`src/rtl/lfsr_rand_gen.sv`:
```
// Purpose : maximal-length Fibonacci LFSR random source; serial bit each enabled
//           step, OUT_BITS consecutive bits packed into a valid/ready word.
// Latency : RAND_STATE updates on the stepping edge; a word appears on the edge
//           of its OUT_BITS-th step (collector -> output register, no bubble).
// Backpressure: one word buffered in the collector; when both the collector and
//           the output register are full the LFSR freezes and STALL=1.
// Ports   : RAND_CLK/RAND_RST clock and async active-high reset; RAND_EN step
//           enable; SEED_LOAD/SEED_IN seed reload (0 -> DEFAULT_SEED);
//           RAND_OUT serial bit (state MSB); RAND_STATE LFSR register;
//           WORD_OUT/WORD_VALID/WORD_READY packed word handshake; STALL frozen.
module lfsr_rand_gen #(
    parameter int unsigned WIDTH        = 16,
    parameter int unsigned OUT_BITS     = 8,
    parameter logic [31:0] DEFAULT_SEED = 32'd1
) (
    input  logic                RAND_CLK,
    input  logic                RAND_RST,
    input  logic                RAND_EN,
    input  logic                SEED_LOAD,
    input  logic [WIDTH-1:0]    SEED_IN,
    output logic                RAND_OUT,
    output logic [WIDTH-1:0]    RAND_STATE,
    output logic [OUT_BITS-1:0] WORD_OUT,
    output logic                WORD_VALID,
    input  logic                WORD_READY,
    output logic                STALL
);

    // Tap masks: bit n-1 set for each 1-indexed tap n of the maximal polynomial.
    localparam logic [31:0] TAP_MASK32 =
        (WIDTH == 8)  ? 32'h0000_00B8 :   // 8,6,5,4
        (WIDTH == 16) ? 32'h0000_D008 :   // 16,15,13,4
        (WIDTH == 24) ? 32'h00E1_0000 :   // 24,23,22,17
                        32'h8020_0003;    // 32,22,2,1
    localparam logic [WIDTH-1:0] TAP_MASK  = TAP_MASK32[WIDTH-1:0];
    localparam logic [WIDTH-1:0] SEED_DFLT = DEFAULT_SEED[WIDTH-1:0];
    localparam int unsigned      CNT_W     = (OUT_BITS > 1) ? $clog2(OUT_BITS) : 1;
    localparam logic [CNT_W-1:0] CNT_LAST  = CNT_W'(OUT_BITS - 1);

    localparam logic [0:0] ST_FILL = 1'b0;
    localparam logic [0:0] ST_FULL = 1'b1;

    generate
        if (!(WIDTH == 8 || WIDTH == 16 || WIDTH == 24 || WIDTH == 32)) begin : g_bad_width
            $error("lfsr_rand_gen: WIDTH must be 8, 16, 24 or 32");
        end
        if (OUT_BITS < 1 || OUT_BITS > WIDTH) begin : g_bad_out_bits
            $error("lfsr_rand_gen: OUT_BITS must be in 1..WIDTH");
        end
        if (SEED_DFLT == '0) begin : g_bad_seed
            $error("lfsr_rand_gen: DEFAULT_SEED truncated to WIDTH must be nonzero");
        end
    endgenerate

    logic [WIDTH-1:0]    lfsr_q;
    logic [WIDTH-1:0]    lfsr_step;
    logic [WIDTH-1:0]    seed_val;
    logic                fb;
    logic [OUT_BITS-1:0] col_q;
    logic [OUT_BITS-1:0] col_shift;
    logic [CNT_W-1:0]    cnt_q;
    logic [0:0]          fsm_q;
    logic [OUT_BITS-1:0] word_q;
    logic                valid_q;
    logic                step;
    logic                word_done;
    logic                out_free;
    logic                xfer;

    assign fb        = ^(lfsr_q & TAP_MASK);
    assign lfsr_step = {lfsr_q[WIDTH-2:0], fb};
    // A zero seed would lock the LFSR at zero forever, so substitute the default.
    assign seed_val  = (SEED_IN == '0) ? SEED_DFLT : SEED_IN;

    // The pre-step MSB (the serial bit currently shown) enters the collector LSB.
    generate
        if (OUT_BITS == 1) begin : g_col_one
            assign col_shift = lfsr_q[WIDTH-1];
        end else begin : g_col_many
            assign col_shift = {col_q[OUT_BITS-2:0], lfsr_q[WIDTH-1]};
        end
    endgenerate

    assign step      = RAND_EN && (fsm_q == ST_FILL) && !SEED_LOAD;
    assign word_done = step && (cnt_q == CNT_LAST);
    assign out_free  = !valid_q || WORD_READY;
    assign xfer      = valid_q && WORD_READY;

    always_ff @(posedge RAND_CLK or posedge RAND_RST) begin
        if (RAND_RST) begin
            lfsr_q  <= SEED_DFLT;
            col_q   <= '0;
            cnt_q   <= '0;
            fsm_q   <= ST_FILL;
            word_q  <= '0;
            valid_q <= 1'b0;
        end else begin
            // Generator side: seed reload, stall release, or a normal step.
            if (SEED_LOAD) begin
                lfsr_q <= seed_val;
                col_q  <= '0;
                cnt_q  <= '0;
                fsm_q  <= ST_FILL;
            end else if (fsm_q == ST_FULL) begin
                if (WORD_READY) begin
                    col_q <= '0;
                    fsm_q <= ST_FILL;
                end
            end else if (step) begin
                lfsr_q <= lfsr_step;
                if (word_done) begin
                    cnt_q <= '0;
                    if (out_free) begin
                        col_q <= '0;
                    end else begin
                        // Output register still occupied: park the word and freeze.
                        col_q <= col_shift;
                        fsm_q <= ST_FULL;
                    end
                end else begin
                    cnt_q <= cnt_q + CNT_W'(1);
                    col_q <= col_shift;
                end
            end

            // Output register. A seed load never touches the word itself, but a
            // handshake completing on that edge still retires it so it is not
            // delivered twice.
            if (!SEED_LOAD && (fsm_q == ST_FULL) && WORD_READY) begin
                word_q  <= col_q;
                valid_q <= 1'b1;
            end else if (word_done && out_free) begin
                word_q  <= col_shift;
                valid_q <= 1'b1;
            end else if (xfer) begin
                valid_q <= 1'b0;
            end
        end
    end

    assign RAND_STATE = lfsr_q;
    assign RAND_OUT   = lfsr_q[WIDTH-1];
    assign WORD_OUT   = word_q;
    assign WORD_VALID = valid_q;
    assign STALL      = (fsm_q == ST_FULL);

endmodule

```
`config.mk`:
```
export PLATFORM = sky130hd
export DESIGN_NAME = lfsr_rand_gen
export DESIGN_NICKNAME = d
export VERILOG_FILES = /design/src/rtl/lfsr_rand_gen.sv
export SDC_FILE = /design/constraint.sdc
export NUM_CORES = 1
export LEC_CHECK = 0
export CELL_PAD_IN_SITES_DETAIL_PLACEMENT = 2
export CELL_PAD_IN_SITES_GLOBAL_PLACEMENT = 2
export CORE_ASPECT_RATIO = 0.8
export CORE_MARGIN = 5
export CORE_UTILIZATION = 31
export DETAILED_ROUTE_END_ITERATION = 10
export PLACE_DENSITY = 0.92
export SLEW_MARGIN = 20
export SYNTH_ARGS = -nofsm -noshare
export SYNTH_HDL_FRONTEND = slang
export SYNTH_SLANG_ARGS = --single-unit
export TNS_END_PERCENT = 30
```
`constraint.sdc`:
```
create_clock -name RAND_CLK -period 3.4 [get_ports RAND_CLK]
set_clock_uncertainty 0.2 [all_clocks]
set_input_delay 1.02 -clock RAND_CLK [delete_from_list [all_inputs] [get_ports RAND_CLK]]
set_output_delay 1.02 -clock RAND_CLK [all_outputs]
set_load 0.05 [all_outputs]
```
## Word level (Yosys, flattened, before mapping)

Cells that the tools add are included.

- Add/sub/neg operators: 1
- Equality and inequality tests: 3
- Muxes and demuxes: 25
- Bitwise gates (word level): 1
- Reductions and logical operators: 18

Operators by type and width:

| operator | number |
|---|---|
| 16-bit 2-to-1 mux | 4 |
| 8-bit 2-to-1 mux | 8 |
| 16-bit logical NOT | 1 |
| 16-bit XOR reduction | 1 |
| 3-bit 2-to-1 mux | 4 |
| 1-bit 2-to-1 mux | 9 |
| 1-bit logical AND | 7 |
| 3-bit nonzero test | 2 |
| 2-bit AND reduction | 2 |
| 2-bit nonzero test | 2 |
| 3-bit by 1-bit adder with 3-bit output (second input constant) | 1 |
| 3-bit == test (second input constant) | 1 |
| 3-bit != test (second input constant) | 1 |
| 1-bit logical NOT | 2 |
| 2-bit != test (second input constant) | 1 |
| 1-bit logical OR | 1 |
| 1-bit NOT | 1 |

- Register bits after elaboration: 37
- Input port bits: 21
- Output and inout port bits: 27
- Word-level logic and storage cells: 54

## Depth between registers and ports, before layout

Gate-level depths: netlist of run 1.

- Depth after elaboration: 8
- Mapped depth: 7

## Worst setup path before layout of run 1

No wires, ideal clock.

- Kind: register to output
- Start: register lfsr_q[15] (netlist: RAND_STATE[15])
- End: output RAND_STATE[15]
- Arrival: 0.971 ns
- Required time: 2.180 ns
- Path slack: 1.209 ns
- Cell stages (with the launch flop): 2
- Cell sequence: dfrtp_1 buf_4

RTL lines:

| item | line | RTL |
|---|---|---|
| from (decl) | 55 | `logic [WIDTH-1:0] lfsr_q;` |
| from (signal assigned) | 100 | `lfsr_q <= seed_val;` |
| from (signal assigned) | 110 | `lfsr_q <= lfsr_step;` |
| to (decl) | 22 | `output logic [WIDTH-1:0] RAND_STATE,` |

No word-level cell between the ends.

## Worst setup path after layout of run 1

- Start: register lfsr_q[15] (netlist: RAND_STATE[15])
- End: output RAND_STATE[15]

No word-level cell between the ends.

==> flow_summary.toml, run 1 <==
[worst_setup_path]
crit_fanout = 6
r2r-start = "cnt_q[0]$_DFFE_PP0P_"
endpoint_kind = "output port"
r2r_setup_slack_ps = 1510
cp_slowest_cell = "clkdlybuf4s50_1"
required_ps = 2180
reg2regPathDepth = 6
cp_num_buf_inv = 1
worstSetupPathType = "register to output port"
crit_path_max_incr_delay_ps = 870
cp_data_arrival_time_ps = 1680
startpoint_type = "register"
crit_path_cell_trace = "clkdlybuf4s50_1"
critical-path-top-delay-family = "buffers and inverters"
worstReg2RegEnd = "col_q[5]$_DFFE_PP0P_"

[synth]
syn_area_mm2 = 0.00172
syn_nets = 182
synth-seq-cells = 37
synth_warnings = 0
ys_async_sr_fraction_pct = 100
synth_ff_type = "dfrtp_1"
ys_seq_area_share_pct = 54.0
syn_inst = 159
syn_area_per_cell_um2 = 10.8
yosysUniqueCellTypes = 29
synth_edf_count = 0

[min_path]
min_path_type = "register to register"
hold_depth = 2
hold_path_end = "cnt_q[1]$_DFFE_PP0P_"
hp-start = "cnt_q[1]$_DFFE_PP0P_"

[floorplan]
io_pins = 48
row_count = 24
die_w_um = 93.2
initial_core_util_pct = 31.8
die_h_um = 76.6
coreArea_mm2 = 0.00541
fp.dieArea_mm2 = 0.00714

[global_routing]
grt_max_degree = 38
grt-ovfl-total = 0
antenna_found_initial = 0
track_usage_pct = 16.0
grt_pass1_wl_mm = 8.93
grt_pass1_vias = 1635

[clock_network]
clock-sinks = 37
insertion_delay_ps = 290
hold_buffers = 0
cts.clk_slew.worst_paths_ps = 80
clock_path_buffers = 2
cts_tree = "done"
cts_resized = 0
postCtsSetupBuffers = 0
clock-root-buffer = "clkbuf_8"
htree_levels = 2
cts_made_buffers = 5

[job]
max_cap_viol_count = 0

[layout]
fin_util_pct = 43.4
multiInputGateArea_um2 = 726
fill_cells = 579
antennaDiodeCount = 0
ff_latch_area_um2 = 927
final_common_cell = "clkdlybuf4s50_1"
drive_above_1_share_pct = 8.13
syn_to_final_growth_pct = 36.4
design_area_mm2 = 0.00234
nets = 231
layout_common_cells = "47 x clkdlybuf4s50_1, 36 x dfrtp_1, 23 x mux2i_1"

[placed_design]
place_area_mm2 = 0.00224
place.gp.congestion = 0.730
port_buffers = 47
hpwl_mm = 3.74
dp_worst_setup_slack_ps = 473

[routing]
route.vias.total = 1416
drt-initial-drc-count = 77
ant_nets = 0
wl_per_cell_um = 19.2
drt_pass1_iterations = 4
vias_per_cell = 5.17
totalWireLength_mm = 5.26
drc = 0

[timing]
slew_violations = 0
tns_ps = 0
worst_pin_slew_ps = 669
finalSetupViolations = 0
hold_violations = 0
worst_slack_ps = 504
rsz0062_at_grt = "false"
max_freq_mhz = 345
slew_headroom_pct = 55.3
period_share_pct = 85.2
fin_crit_ps = 2900

[power_and_ir_drop]
leakagePower_nw = 1.12
power_per_cell_area_mw_per_mm2 = 460
ir_drop_mv = 0.166

[status]
status = "finished, final reports clean"
-- cells by family (layout without fill, tap and decap cells) --
logic type / after synthesis / count (layout) / synth area share [%]
XOR/XNOR: 3 / 3 / 1.53
AO/OA/AOI/OAI: 39 / 39 / 13.8
flip-flops: 37 / 37 / 54.0
buffers and inverters: 11 / 61 / 3.79
adder cells (fa/ha/maj): 2 / 2 / 1.46
multiplexers: 23 / 23 / 13.4
AND/OR/NAND/NOR: 44 / 44 / 12.0
-- per-stage QoR --
stage | total power [mW] | cells | hold slack (ps)
floorplan | 0.639 | 159 | 274
global route | 1.13 | 274 | 376
CTS | 1.09 | 274 | 347
finish | 1.08 | 274 | 347
global placement | 0.732 | 266 | 290
detailed placement | 0.739 | 266 | 335
-- synthesized netlist by cell type, types with 2 or more instances --
master,instances,area share (%)
a22o_1,8,4.1
nand3_1,2,0.58
buf_2,4,1.2
xnor2_1,2,1.0
clkbuf_1,2,0.44
dfrtp_1,36,52
nor3_1,2,0.58
ha_1,2,1.5
a21oi_1,13,3.8
nand2b_1,2,0.73
nand2_1,19,4.2
nor2_1,10,2.2
nor4_1,4,1.5
mux2i_1,23,13
o21ai_1,15,4.4
buf_6,2,1.3
-- registers in the layout (all words and copies together), names as in the netlist --
signal	cells
WORD_OUT	8
STALL	1
col_q	8
WORD_VALID	1
cnt_q	3
RAND_STATE	16
-- report_power, final --
| group | switching, mW | leakage, nW | internal [mW] |
|---|---|---|---|
| Combinational | 0.148 | 0.578 | 0.0903 |
| Sequential | 0.0263 | 0.484 | 0.465 |
| Clock | 0.165 | 0.0542 | 0.183 |
-- how the worst max path moves through the flow --
stage / startpoint / to / slack, ps / cells past startpoint
CTS: RAND_STATE[15]$_DFFE_PP0P_ / RAND_STATE[15] / 470 / 1
detailed placement: RAND_EN / col_q[5]$_DFFE_PP0P_ / 470 / 5
global placement: RAND_EN / col_q[0]$_DFFE_PP0P_ / 540 / 5
global route: RAND_STATE[15]$_DFFE_PP0P_ / RAND_OUT / 440 / 1
floorplan: RAND_STATE[15]$_DFFE_PP0P_ / RAND_STATE[15] / 1210 / 1
finish: RAND_STATE[15]$_DFFE_PP0P_ / RAND_STATE[15] / 500 / 1
-- final cells by class --
class / count / area share [%]
flip-flops and latches: 37 / 39.6
inverters: 2 / 0.320
repair buffers: 51 / 21.4
multi-input cells: 111 / 31.0
well taps: 65 / 3.47
clock buffers: 7 / 4.11
clock inverters: 1 / 0.214
-- per-layer routing --
layer  wire length (um)  GRT usage [%]  vias up
met2               2550           25.9       29
met3                203           4.05        4
met5                  0              0        -
met1               2450           20.8      721
met4                 62           4.83        0
li1                   -              -      662
-- tightest hold or removal path: cells and delay by family, from the launching register on --
| kind | cells | cell delay (ps) |
|---|---|---|
| flip-flops | 1 | 390 |
| AO/OA/AOI/OAI | 1 | 60 |
| AND/OR/NAND/NOR | 1 | 60 |
Power figures use the tool's default switching activity.
==> run 2: changes to the inputs <==
Settings changed: CELL_PAD_IN_SITES_DETAIL_PLACEMENT 2 to not set, CELL_PAD_IN_SITES_GLOBAL_PLACEMENT 2 to not set, CORE_UTILIZATION 31 to 51, PLACE_DENSITY 0.92 to 0.94.
==> run 2 against run 1 <==
Against the previous run: sequential share of layout area grew 0.80 points; count of clock-buffer cells in the layout unchanged; fmax up 0.58%; sequential cell count did not move; final cell count down 9.5%; critical path depth unchanged; clock power is 12% lower; critical endpoint is now RAND_STATE[0]; largest power group unchanged; highest routed layer unchanged.
==> flow_summary.toml, run 2 (synthesis gave the netlist of run 1 again) <==
[status]
status = "finished, final reports clean"

[clock_network]
clock-sinks = 37
htree_levels = 2
cts.clk_slew.worst_paths_ps = 70
postCtsSetupBuffers = 0
cts_resized = 0
clock-root-buffer = "clkbuf_8"
cts_made_buffers = 5
cts_tree = "done"
clock_path_buffers = 2
hold_buffers = 0
insertion_delay_ps = 290

[layout]
drive_above_1_share_pct = 7.21
largest_reg_flops = 16
antennaDiodeCount = 0
layout_common_cells = "47 x clkdlybuf4s50_1, 36 x dfrtp_1, 23 x mux2i_1"
nets = 231
fin_util_pct = 72.9
ff_latch_area_um2 = 927
syn_to_final_growth_pct = 33.7
fill_cells = 209
multiInputGateArea_um2 = 726
final_common_cell = "clkdlybuf4s50_1"

[floorplan]
die_w_um = 74.9
fp.dieArea_mm2 = 0.00464
initial_core_util_pct = 54.5
coreArea_mm2 = 0.00315
die_h_um = 61.9
row_count = 18
io_pins = 48

[placed_design]
port_buffers = 47
hpwl_mm = 3.15
dp_worst_setup_slack_ps = 512
place.gp.congestion = 0.848

[global_routing]
grt_pass1_vias = 1441
grt_pass1_wl_mm = 7.07
track_usage_pct = 20.9
grt_max_degree = 38
antenna_found_initial = 0
grt-ovfl-total = 0

[worst_setup_path]
r2r-start = "cnt_q[0]$_DFFE_PP0P_"
startpoint_type = "register"
worstReg2RegEnd = "WORD_OUT[3]$_DFFE_PP0P_"
crit_fanout = 3
r2r_setup_slack_ps = 1570
cp_num_cells = 1
crit_path_max_incr_delay_ps = 810
required_ps = 2180
critical-path-top-delay-family = "buffers and inverters"
cp_slowest_cell = "clkdlybuf4s50_1"
crit_path_cell_trace = "clkdlybuf4s50_1"
endpoint_kind = "output port"
worstSetupPathType = "register to output port"
cp_data_arrival_time_ps = 1660
critPathCapture = "RAND_STATE[0]"
reg2regPathDepth = 6
cp_num_buf_inv = 1
startpoint = "RAND_STATE[0]$_DFFE_PP1P_"

[timing]
hold_violations = 0
slew_headroom_pct = 58.0
tns_ps = 0
max_freq_mhz = 347
fin_crit_ps = 2880
rsz0062_at_grt = "false"
finalSetupViolations = 0
worst_slack_ps = 521
period_share_pct = 84.7
slew_violations = 0
worst_pin_slew_ps = 630

[min_path]
min_path_type = "register to register"
hold_depth = 1

[job]
max_cap_viol_count = 0

[power_and_ir_drop]
power_per_cell_area_mw_per_mm2 = 450
ir_drop_mv = 0.364
leakagePower_nw = 1.11
p_total_mw = 1.03

[routing]
totalWireLength_mm = 4.36
drt_pass1_iterations = 4
wl_per_cell_um = 17.6
drc = 0
vias_per_cell = 5.78
route.vias.total = 1434
drt-initial-drc-count = 114
ant_nets = 0
-- run 2: changes by cell type in the layout (fill, tap and decap cells not counted), sizes merged --
cell,change
clkinv,-1
-- run 2: routing by layer --
metal / GRT usage [%] / wire length, um / part of all wire (%) / vias to the layer above
li1: - / - / - / 666
met5: 0 / 0 / 0 / -
met1: 25.3 / 1820 / 42 / 707
met2: 35.9 / 2210 / 51 / 50
met3: 4.82 / 227 / 5.2 / 11
met4: 9.39 / 104 / 2.4 / 0
-- run 2: area by class of cell --
class,instances,area share [%]
Timing Repair Buffer,51,21.8
Inverter,2,0.327
Clock buffer,7,3.76
Multi-Input combinational cell,111,31.6
Sequential cell,37,40.4
Tap cell,40,2.18
-- run 2: worst min path at each step --
stage | endpoint | startpoint
2_1_floorplan | col_q[7]$_DFFE_PP0P_ | col_q[7]$_DFFE_PP0P_
3_3_place_gp | col_q[7]$_DFFE_PP0P_ | col_q[7]$_DFFE_PP0P_
3_5_place_dp | col_q[7]$_DFFE_PP0P_ | col_q[7]$_DFFE_PP0P_
4_1_cts | col_q[7]$_DFFE_PP0P_ | col_q[7]$_DFFE_PP0P_
5_1_grt | col_q[7]$_DFFE_PP0P_ | col_q[7]$_DFFE_PP0P_
6_report | col_q[7]$_DFFE_PP0P_ | col_q[7]$_DFFE_PP0P_
-- run 2: per-stage QoR --
stage          std cells  hold WS (ps)  area (um^2)
6_report             248           318         2300
5_1_grt              248           329         2300
4_1_cts              248           318         2300
3_5_place_dp         241           303         2210
3_3_place_gp         241           291         2210
2_1_floorplan        159           274         1720
-- run 2: power by group --
part	internal, mW	total, mW	switching [mW]	leakage [nW]
Sequential	0.465	0.490	0.0244	0.484
Clock	0.161	0.306	0.145	0.0443
Combinational	0.0902	0.237	0.147	0.578
Total	0.716	1.03	0.317	1.11
